<file path="src/rtl/writeback_arbiter.sv">
// writeback_arbiter: final writeback stage ahead of the register file.
// Merges the single-cycle ALU result path with the variable-latency load
// return path onto one registered register-file write port. Load data is
// extracted and extended here, queued in a small FIFO, and drained on
// cycles where the ALU path is idle.
//
// Ports:
//   clock, reset          rising-edge clock, async active-low reset
//   alu_wb_valid/rd/value ALU result (never stalled, absolute priority)
//   load_valid/ready      load return handshake
//   load_rd/funct3        load destination and RV32I load type
//   load_addr_lo/word     address bits [1:0] and raw aligned word
//   write_control         registered register-file write {enable, rd, value}
//   pending_mask          bit r set while a load to xr is queued
//   load_error            one-cycle pulse for a dropped bad/misaligned load

package writeback_arbiter_pkg;
  localparam int unsigned XLEN  = 32;
  localparam int unsigned REG_W = 5;

  typedef logic [REG_W-1:0] rv_reg_t;

  typedef struct packed {
    logic            enable;
    rv_reg_t         which_register;
    logic [XLEN-1:0] value;
  } reg_write_control_t;
endpackage

module writeback_arbiter
  import writeback_arbiter_pkg::*;
#(
  parameter int unsigned LOAD_DEPTH = 2
) (
  input  logic               clock,
  input  logic               reset,
  input  logic               alu_wb_valid,
  input  rv_reg_t            alu_wb_rd,
  input  logic [XLEN-1:0]    alu_wb_value,
  input  logic               load_valid,
  output logic               load_ready,
  input  rv_reg_t            load_rd,
  input  logic [2:0]         load_funct3,
  input  logic [1:0]         load_addr_lo,
  input  logic [31:0]        load_word,
  output reg_write_control_t write_control,
  output logic [31:0]        pending_mask,
  output logic               load_error
);

  localparam int unsigned PTR_W = $clog2(LOAD_DEPTH);
  localparam int unsigned CNT_W = PTR_W + 1;
  localparam logic [CNT_W-1:0] DEPTH_C = CNT_W'(LOAD_DEPTH);

  // FIFO storage and bookkeeping
  rv_reg_t            r_ent_rd  [LOAD_DEPTH];
  logic [XLEN-1:0]    r_ent_val [LOAD_DEPTH];
  logic               r_ent_vld [LOAD_DEPTH];
  logic [PTR_W-1:0]   r_head;
  logic [PTR_W-1:0]   r_tail;
  logic [CNT_W-1:0]   r_count;

  // Registered outputs
  reg_write_control_t r_wc;
  logic               r_load_ready;
  logic               r_load_error;

  logic [7:0]         w_byte;
  logic [15:0]        w_half;
  logic [XLEN-1:0]    w_ext;
  logic               w_bad;
  logic               w_accept;
  logic               w_push;
  logic               w_pop;
  logic [CNT_W-1:0]   w_count_nxt;
  logic               w_wr_vld;
  rv_reg_t            w_wr_rd;
  logic [XLEN-1:0]    w_wr_val;
  reg_write_control_t w_wc_nxt;
  logic [31:0]        w_mask;

  // Load data extraction, extension and error classification
  always_comb begin
    w_byte = load_word[{load_addr_lo, 3'b000} +: 8];
    w_half = load_word[{load_addr_lo[1], 4'b0000} +: 16];
    w_ext  = '0;
    w_bad  = 1'b0;
    case (load_funct3)
      3'd0: w_ext = {{24{w_byte[7]}}, w_byte};
      3'd1: begin
        w_ext = {{16{w_half[15]}}, w_half};
        w_bad = load_addr_lo[0];
      end
      3'd2: begin
        w_ext = load_word;
        w_bad = (load_addr_lo != 2'd0);
      end
      3'd4: w_ext = {24'd0, w_byte};
      3'd5: begin
        w_ext = {16'd0, w_half};
        w_bad = load_addr_lo[0];
      end
      default: w_bad = 1'b1;
    endcase
  end

  // Handshake, FIFO push/pop and occupancy update
  always_comb begin
    w_accept    = load_valid & r_load_ready;
    w_push      = w_accept & ~w_bad;
    w_pop       = ~alu_wb_valid & (r_count != '0);
    w_count_nxt = r_count;
    case ({w_push, w_pop})
      2'b10:   w_count_nxt = r_count + CNT_W'(1);
      2'b01:   w_count_nxt = r_count - CNT_W'(1);
      default: w_count_nxt = r_count;
    endcase
  end

  // Write port selection: ALU first, then FIFO head, else idle; x0 squashed
  always_comb begin
    w_wr_vld = 1'b0;
    w_wr_rd  = '0;
    w_wr_val = '0;
    if (alu_wb_valid) begin
      w_wr_vld = 1'b1;
      w_wr_rd  = alu_wb_rd;
      w_wr_val = alu_wb_value;
    end else if (w_pop) begin
      w_wr_vld = 1'b1;
      w_wr_rd  = r_ent_rd[r_head];
      w_wr_val = r_ent_val[r_head];
    end
    w_wc_nxt                = '0;
    w_wc_nxt.enable         = w_wr_vld & (w_wr_rd != '0);
    w_wc_nxt.which_register = w_wc_nxt.enable ? w_wr_rd : '0;
    w_wc_nxt.value          = w_wc_nxt.enable ? w_wr_val : '0;
  end

  // Pending-load mask decoded from the occupied FIFO entries
  always_comb begin
    w_mask = '0;
    for (int unsigned i = 0; i < LOAD_DEPTH; i++) begin
      if (r_ent_vld[PTR_W'(i)]) w_mask[r_ent_rd[PTR_W'(i)]] = 1'b1;
    end
    w_mask[0] = 1'b0;
  end

  always_ff @(posedge clock or negedge reset) begin
    if (!reset) begin
      for (int unsigned i = 0; i < LOAD_DEPTH; i++) begin
        r_ent_rd[PTR_W'(i)]  <= '0;
        r_ent_val[PTR_W'(i)] <= '0;
        r_ent_vld[PTR_W'(i)] <= 1'b0;
      end
      r_head       <= '0;
      r_tail       <= '0;
      r_count      <= '0;
      r_wc         <= '0;
      r_load_ready <= 1'b0;
      r_load_error <= 1'b0;
    end else begin
      r_wc         <= w_wc_nxt;
      r_load_error <= w_accept & w_bad;
      r_load_ready <= (w_count_nxt < DEPTH_C);
      r_count      <= w_count_nxt;
      // head and tail only coincide when empty or full, so pop and push
      // never touch the same slot in one cycle
      if (w_pop) begin
        r_ent_vld[r_head] <= 1'b0;
        r_head            <= r_head + PTR_W'(1);
      end
      if (w_push) begin
        r_ent_rd[r_tail]  <= load_rd;
        r_ent_val[r_tail] <= w_ext;
        r_ent_vld[r_tail] <= 1'b1;
        r_tail            <= r_tail + PTR_W'(1);
      end
    end
  end

  assign write_control = r_wc;
  assign load_ready    = r_load_ready;
  assign load_error    = r_load_error;
  assign pending_mask  = w_mask;

endmodule

</file>
<file path="config.mk">
export PLATFORM = sky130hd
export DESIGN_NAME = writeback_arbiter
export DESIGN_NICKNAME = d
export VERILOG_FILES = /design/src/rtl/writeback_arbiter.sv
export SDC_FILE = /design/constraint.sdc
export NUM_CORES = 1
export LEC_CHECK = 0
export ABC_AREA = 1
export CAP_MARGIN = 20
export CORE_UTILIZATION = 36
export DETAILED_ROUTE_END_ITERATION = 8
export PLACE_DENSITY_LB_ADDON = 0.08
export SKIP_LAST_GASP = 1
export SLEW_MARGIN = 15
export SYNTH_ARGS = -nofsm -noshare
export SYNTH_HDL_FRONTEND = slang
export SYNTH_SLANG_ARGS = --single-unit
</file>
<file path="constraint.sdc">
create_clock -name clock -period 2 [get_ports clock]
set_input_delay 0.4 -clock clock [delete_from_list [all_inputs] [get_ports clock]]
set_output_delay 0.4 -clock clock [all_outputs]
set_load 0.02 [all_outputs]
</file>
==> flow_metrics.py, run 1 <==
metrics = {
    "run": {
        "drv_cap": 0,
    },
    "worst_setup_path": {
        "reg2reg_from": "r_head",
        "r2r-end": "write_control[28]",
        "crit_path_end_kind": "output port",
        "crit_type": "reg -> out",
        "r2r_setup_slack_ns": 0.26,
        "worstRegToRegCells": 9,
        "arrival_ns": 1.58,
        "start_kind": "flop",
        "critPathLaunch": "r_ent_rd[7]",
        "crit_path_max_fanout": 6,
        "crit_end": "pending_mask[30]",
        "worstPathRequired_ns": 1.60,
    },
    "power_and_ir_drop": {
        "power.density_nw_per_um2": 1290,
        "leakagePower_nw": 4.70,
        "vdd_drop_max_uv": 565,
        "p_total_w": 0.0118,
    },
    "place": {
        "port_buffers": 153,
        "dp_cells": 1299,
        "dp_hpwl_mm": 13.9,
        "dpl-instance-area_sq_um": 8530,
        "gp_congestion": 0.909,
        "place_ws_ns": -0.222,
    },
    "route": {
        "wl_per_cell_microns": 14.8,
        "routed_via_density": 4.80,
        "vias": 6415,
        "drt_first_pass_iters": 7,
        "post-route-drc-count": 0,
        "ant_nets": 0,
        "drt_wl_total_mm": 19.7,
        "drtIter0Drc": 451,
    },
    "logic_synthesis": {
        "syn_inst": 901,
        "ys_warn_count": 0,
        "synth_nets": 984,
        "synthDistinctLibCells": 26,
        "synth_edf_count": 0,
        "synth.avg_cell_area_sq_um": 7.05,
        "synth_seq_cells": 120,
        "syn_area_sq_um": 6350,
        "ys_async_sr_fraction": 1.00,
        "yosysSeqAreaShare": 0.473,
        "synth_flop_cell": "dfrtp_1",
    },
    "clocking": {
        "cts_tree": "yes",
        "cts_made_buffers": 17,
        "clk_pin_slew_ns": 0.06,
        "cts_root_buf": "clkbuf_16",
        "cts.sinks": 120,
        "clockBufferDepth": 2,
        "clk_latency_ns": 0.41,
        "cts.htree.levels": 4,
    },
    "worst_hold_path": {
        "hp-class": "in -> async",
    },
    "grt": {
        "grt_pass1_wl_mm": 31.9,
        "overflow": 0,
        "antenna_found_initial": 0,
        "track_usage": 0.226,
        "grt_max_degree": 68,
        "grt_pass1_vias": 6048,
    },
    "sta": {
        "drv_slew": 0,
        "setup_viol": 0,
        "fmax_mhz": 505,
        "fin_crit_sh": 0.990,
        "post-route-min-period_ns": 1.98,
        "setup_tns_ns": 0,
        "finalHoldViolCount": 0,
        "finalWorstSetupSlack_ns": 0.0190,
        "rsz0062_at_grt": "yes",
        "skew_ns": 0.00511,
    },
    "die": {
        "start_util": 0.369,
        "ios": 155,
        "dieArea_sq_um": 18200,
        "core_area_sq_um": 17200,
        "die_y_microns": 135,
        "placementRows": 48,
        "die_w_microns": 135,
    },
    "cells_and_area": {
        "final_cells": 1337,
        "final_common_cell": "nand2_1",
        "drive_above_1_share": 0.153,
        "num-nets-final": 1182,
        "final_area_sq_um": 9170,
        "nFillCells": 1719,
        "mostFrequentLayoutCells": "nand2_1 (458), clkdlybuf4s50_1 (121), dfrtp_1 (115), buf_4 (72), o21ai_0 (63)",
        "antenna_cells": 0,
        "syn_to_final_growth_pct": 44.4,
    },
    "status": {
        "status": "finished, final reports clean",
    },
}
-- flip-flops by register name (all words and copies together) (netlist names), named ones only --
signal         flops
r_ent_rd          10
r_tail             1
r_count            1
load_ready         1
r_ent_val         64
r_ent_vld          2
r_head             1
load_error         1
write_control     38
-- power by group --
part	total [W]	leakage (nW)	switching [W]	internal (W)
Combinational	0.00465	2.88	0.00273	0.00192
Sequential	0.00408	1.54	0.000663	0.00341
Clock	0.00306	0.276	0.00111	0.00195
Total	0.0118	4.70	0.00451	0.00728
-- per-stage QoR --
| stage | utilization | hold WS [ns] |
|---|---|---|
| 3_5_place_dp | 0.495 | 0.233 |
| 3_3_place_gp | 0.495 | 0.233 |
| 2_1_floorplan | - | 0.104 |
| 6_report | 0.532 | 0.355 |
| 4_1_cts | 0.525 | 0.348 |
| 5_1_grt | 0.532 | 0.352 |
-- logic make-up (layout without fill, tap and decap cells) --
kind of cell    after synthesis  in the layout  share of synthesized area
buf+inv                     116            327                     0.0794
simple gates                549            549                      0.339
other cells                   1              1                   0.000590
flops                       120            120                      0.473
xor+xnor                      1              1                    0.00138
compound gates              114            114                      0.107
-- layout make-up --
class                      instances  area [sq um]  area share
sequential                       120          3010       0.328
inverter                          71           272      0.0296
tap                              225           282      0.0307
multi-input combinational        665          2960       0.323
clock buffer                      20           437      0.0476
timing repair buffer             224          2060       0.225
clock inverter                    12           153      0.0166
-- per-layer routing --
metal / global-route usage / part of all wire / vias to the layer above / routed length [microns]
met2: 0.312 / 0.41 / 224 / 8120
met4: 0.0593 / 0.0099 / 0 / 196
met3: 0.0447 / 0.067 / 16 / 1320
met1: 0.355 / 0.51 / 2965 / 10100
met5: 0 / 0 / - / 0
li1: - / - / 3210 / -
-- worst max-delay path: stages, from the launching register on --
cell and delay (ns):
dfrtp_2 0.45, inv_4 0.07, nor3_4 0.21, buf_6 0.13
nand2_1 0.04, o21ai_0 0.07, buf_2 0.19
-- worst min-delay path by stage --
stage / slack [ns] / cells past startpoint / to / from
6_report: 0.36 / 2 / write_control[32] / reset
5_1_grt: 0.35 / 2 / write_control[34] / reset
4_1_cts: 0.35 / 2 / write_control[32] / reset
3_5_place_dp: 0.23 / 1 / write_control[32] / reset
3_3_place_gp: 0.23 / 1 / write_control[32] / reset
2_1_floorplan: 0.10 / 0 / async pin / reset
-- synthesized netlist by cell type (2+ instances only) --
| library cell | count | area [sq um] |
|---|---|---|
| buf_1 | 2 | 7.51 |
| nor2_4 | 3 | 33.8 |
| clkbuf_1 | 12 | 45.0 |
| a21oi_1 | 3 | 15.0 |
| buf_4 | 7 | 52.6 |
| inv_2 | 2 | 7.51 |
| o21ai_1 | 4 | 20.0 |
| nand2_1 | 460 | 1730 |
| nor2_1 | 46 | 173 |
| buf_6 | 2 | 22.5 |
| nor3_1 | 15 | 75.1 |
| dfrtp_1 | 120 | 3000 |
| o21ai_0 | 67 | 335 |
| inv_1 | 69 | 259 |
| nand3_1 | 22 | 110 |
| o211ai_1 | 6 | 45.0 |
| buf_2 | 21 | 105 |
| a22oi_1 | 32 | 240 |
-- timing repair --
item                                   CTS  global route
setup buffers                            1             4
resized for setup                      178            32
endpoints found under the hold margin    5             0
hold buffers                             1             0
pin swaps                                1             2
cloned                                   0             0
setup endpoints to repair               31            31
No activity file was read; power rests on OpenSTA's default activity.
==> run 2, diff against run 1 <==
Settings changed: CORE_ASPECT_RATIO set to 1.25, CTS_BUF_LIST set to sky130_fd_sc_hd__clkbuf_8.
==> flow_metrics.py, run 2 (synthesis results as in run 1) <==
metrics = {
    "status": {
        "status": "finished with violations",
        "violations": "negative setup slack",
    },
    "route": {
        "vias": 6305,
        "drt_first_pass_iters": 5,
        "ant_nets": 0,
        "routed_via_density": 4.71,
        "drt_wl_total_mm": 18.9,
        "post-route-drc-count": 0,
        "wl_per_cell_microns": 14.1,
        "drtIter0Drc": 396,
    },
    "worst_setup_path": {
        "start_kind": "flop",
        "crit_type": "reg -> out",
        "reg2reg_from": "r_ent_rd[6]",
        "worstPathRequired_ns": 1.60,
        "crit_path_end_kind": "output port",
        "critPathLaunch": "r_ent_rd[5]",
        "arrival_ns": 1.62,
        "crit_path_max_fanout": 8,
    },
    "sta": {
        "finalWorstSetupSlack_ns": -0.0154,
        "rsz0062_at_grt": "yes",
        "fin_crit_sh": 1.01,
        "setup_tns_ns": -0.0690,
        "skew_ns": 0.0104,
        "post-route-min-period_ns": 2.02,
        "fmax_mhz": 496,
        "drv_slew": 0,
        "finalHoldViolCount": 0,
        "setup_viol": 7,
    },
    "grt": {
        "grt_pass1_wl_mm": 30.7,
        "track_usage": 0.219,
        "overflow": 0,
        "grt_pass1_vias": 6034,
        "grt_max_degree": 38,
        "antenna_found_initial": 0,
    },
    "cells_and_area": {
        "syn_to_final_growth_pct": 44.4,
        "postLayoutCoreUtil": 0.538,
        "antenna_cells": 0,
        "largest_reg_flops": 64,
        "num-nets-final": 1188,
        "largest-register": "r_ent_val",
        "final_common_cell": "nand2_1",
        "drive_above_1_share": 0.172,
        "mostFrequentLayoutCells": "nand2_1 (449), clkdlybuf4s50_1 (121), dfrtp_1 (115), buf_4 (91), inv_1 (60)",
        "final_cells": 1338,
    },
    "die": {
        "ios": 155,
        "placementRows": 53,
        "dieArea_sq_um": 18200,
        "core_area_sq_um": 17000,
        "die_y_microns": 151,
        "die_w_microns": 121,
        "start_util": 0.373,
    },
    "clocking": {
        "cts_root_buf": "clkbuf_8",
        "cts_made_buffers": 17,
        "clk_latency_ns": 0.44,
        "cts.htree.levels": 4,
        "clk_pin_slew_ns": 0.08,
        "cts_tree": "yes",
        "cts.sinks": 120,
        "clockBufferDepth": 2,
    },
    "power_and_ir_drop": {
        "vdd_drop_max_uv": 446,
        "p_total_w": 0.0113,
        "power.density_nw_per_um2": 1230,
        "leakagePower_nw": 4.70,
    },
    "place": {
        "place_ws_ns": -0.108,
        "gp_congestion": 0.880,
        "dp_cells": 1296,
        "port_buffers": 153,
        "dp_hpwl_mm": 13.7,
    },
    "worst_hold_path": {
        "hp-class": "in -> async",
    },
    "run": {
        "drv_cap": 0,
    },
}
[run 2: metal layers]
layer | vias to the layer above | global-route usage | part of all wire
met3 | 18 | 0.0409 | 0.048
met1 | 2903 | 0.300 | 0.47
met5 | - | 0 | 0
met2 | 163 | 0.351 | 0.47
met4 | 0 | 0.0660 | 0.013
li1 | 3221 | - | -
[run 2: repair_timing]
item                       CTS  global route
gates resized for setup    184            84
setup endpoints to repair   31            31
gates cloned                 0             0
hold endpoints to repair    15             0
hold buffers                 1             0
pin swaps                    2             7
buffers inserted             4             5
[run 2: final timing paths]
check | to | slack (ns) | depth (start not counted)
min in group clock | r_ent_val[60] | 0.47 | 2
max | pending_mask[19] | -0.02 | 6
max reg2reg | write_control[23] | 0.26 | 9
max in group asynchronous | write_control[10] | 1.08 | 3
min | load_error | 0.37 | 2
min reg2reg | r_ent_val[60] | 0.47 | 2
[run 2: final cells by class]
type | count | area, sq um
Multi-Input combinational cell | 665 | 2990
Sequential cell | 120 | 3010
Inverter | 71 | 277
Fill cell | 1700 | 7870
Clock inverter | 12 | 185
Timing Repair Buffer | 230 | 2160
Tap cell | 220 | 275
Clock buffer | 20 | 275
[run 2: where the power goes]
group | switching, W | leakage [nW] | internal (W)
Sequential | 0.000614 | 1.54 | 0.00341
Combinational | 0.00275 | 2.92 | 0.00199
Clock | 0.00104 | 0.231 | 0.00148
Total | 0.00440 | 4.70 | 0.00687
[run 2: worst max-delay path, cell delays in order, from the launching register on]
cell,delay [ns]
dfrtp_2,0.45
inv_4,0.07
nor3_4,0.18
buf_6,0.18
nand2_1,0.06
o21ai_1,0.07
buf_4,0.16
[run 2: stage by stage]
stage	hold slack, ns	cell area [sq um]
2_1_floorplan	0.104	6350
3_3_place_gp	0.306	8540
3_5_place_dp	0.308	8540
4_1_cts	0.358	8940
5_1_grt	0.383	9170
6_report	0.373	9170
==> run 3, diff against run 2 <==
Settings changed: TNS_END_PERCENT set to 1.
==> flow_metrics.py, run 3 (synthesis results as in run 1) <==
metrics = {
    "place": {
        "port_buffers": 153,
        "dp_hpwl_mm": 13.7,
        "dp_cells": 1296,
        "gp_congestion": 0.880,
        "place_ws_ns": -0.108,
    },
    "worst_hold_path": {
        "hp-class": "in -> async",
    },
    "clocking": {
        "cts_made_buffers": 17,
        "cts.htree.levels": 4,
        "clk_pin_slew_ns": 0.08,
        "cts_tree": "yes",
        "clockBufferDepth": 2,
        "clk_latency_ns": 0.45,
        "cts.sinks": 120,
        "cts_root_buf": "clkbuf_8",
    },
    "worst_setup_path": {
        "crit_path_max_fanout": 8,
        "worstPathRequired_ns": 1.60,
        "crit_path_end_kind": "output port",
        "crit_type": "reg -> out",
        "start_kind": "flop",
        "arrival_ns": 1.64,
        "r2r_setup_slack_ns": 0.30,
    },
    "cells_and_area": {
        "largest_reg_flops": 64,
        "mostFrequentLayoutCells": "nand2_1 (452), clkdlybuf4s50_1 (121), dfrtp_1 (117), buf_4 (71), inv_1 (62)",
        "nFillCells": 1718,
        "syn_to_final_growth_pct": 42.0,
        "multiInputGateArea_sq_um": 2950,
        "seq_area_sq_um": 3010,
        "final_cells": 1333,
        "drive_above_1_share": 0.162,
        "antenna_cells": 0,
        "postLayoutCoreUtil": 0.529,
        "largest-register": "r_ent_val",
        "final_common_cell": "nand2_1",
        "num-nets-final": 1183,
    },
    "sta": {
        "hold_ws_ns": 0.371,
        "fin_crit_sh": 1.02,
        "finalHoldViolCount": 0,
        "skew_ns": 0.00982,
        "finalWorstSetupSlack_ns": -0.0383,
        "setup_viol": 10,
        "drv_slew": 0,
        "rsz0062_at_grt": "yes",
        "fmax_mhz": 491,
        "post-route-min-period_ns": 2.04,
    },
    "grt": {
        "grt_pass1_wl_mm": 30.6,
        "track_usage": 0.218,
        "grt_pass1_vias": 5998,
        "overflow": 0,
        "antenna_found_initial": 0,
        "grt_max_degree": 38,
    },
    "route": {
        "drt_first_pass_iters": 5,
        "drtIter0Drc": 408,
        "drt_wl_total_mm": 18.8,
        "routed_via_density": 4.74,
        "post-route-drc-count": 0,
        "ant_nets": 0,
        "wl_per_cell_microns": 14.1,
        "vias": 6321,
    },
    "die": {
        "ios": 155,
        "start_util": 0.373,
        "placementRows": 53,
        "core_area_sq_um": 17000,
        "die_w_microns": 121,
        "die_y_microns": 151,
        "dieArea_sq_um": 18200,
    },
    "power_and_ir_drop": {
        "leakagePower_nw": 4.67,
        "power.density_nw_per_um2": 1220,
        "vdd_drop_max_uv": 447,
        "p_total_w": 0.0110,
    },
    "status": {
        "status": "finished with violations",
        "violations": "negative setup slack",
    },
    "run": {
        "drv_cap": 0,
    },
}
-- run 3: cell types whose count changed in the layout (fill, tap and decap cells not counted), moves of 4 or more --
cell | before | now
buf_2 | 3 | 22
buf_4 | 91 | 71
buf_6 | 5 | 1
inv_4 | 4 | 0
o21ai_0 | 39 | 58
o21ai_1 | 28 | 6
-- run 3: repair_timing --
action / CTS / global route
pin swaps: 0 / 3
cloned: 0 / 0
resized for setup: 159 / 52
hold buffers: 1 / 0
buffers inserted: 0 / 4
endpoints found under the setup margin: 31 / 31
hold endpoints to repair: 15 / 0
-- run 3: worst paths after layout --
path,startpoint,endpoint,depth (start not counted)
max in group asynchronous,reset,write_control[10],3
worst min-delay path,reset,load_error,2
min in group clock,r_ent_val[57],r_ent_val[57],2
worst max register to register,r_ent_rd[6],write_control[23],8
worst min register to register,r_ent_val[57],r_ent_val[57],2
worst max-delay path,r_ent_rd[0],pending_mask[10],4
-- run 3: through the flow --
stage               area (sq um)  setup TNS (ns)
CTS                         8860           -1.32
global route                9020           -2.81
detailed placement          8540           -6.45
finish                      9020          -0.197
global placement            8540           -4.07
floorplan                   6350               0
-- run 3: final cells by class --
cell class,instances,share of cell area
Sequential cell,120,0.333
Multi-Input combinational cell,665,0.328
Inverter,71,0.0296
Clock inverter,12,0.0205
Timing Repair Buffer,225,0.228
Tap cell,220,0.0305
Clock buffer,20,0.0305
-- run 3: critical path, stage by stage (launching register included) --
cell and delay [ns]:
dfrtp_1 0.41, inv_1 0.15, nand3_2 0.21, o21ai_0 0.23
buf_2 0.19
-- run 3: report_power, final --
part / switching [W] / internal, W / leakage (nW)
sequential: 0.000575 / 0.00340 / 1.55
combinational: 0.00266 / 0.00185 / 2.90
clock: 0.00104 / 0.00148 / 0.231
total: 0.00428 / 0.00673 / 4.67
-- run 3: metal layers --
layer | global-route usage | routed length (microns) | vias up
li1 | - | - | 3212
met1 | 0.300 | 8840 | 2913
met2 | 0.348 | 8780 | 178
met3 | 0.0409 | 958 | 18
met4 | 0.0660 | 248 | 0
met5 | 0 | 0 | -
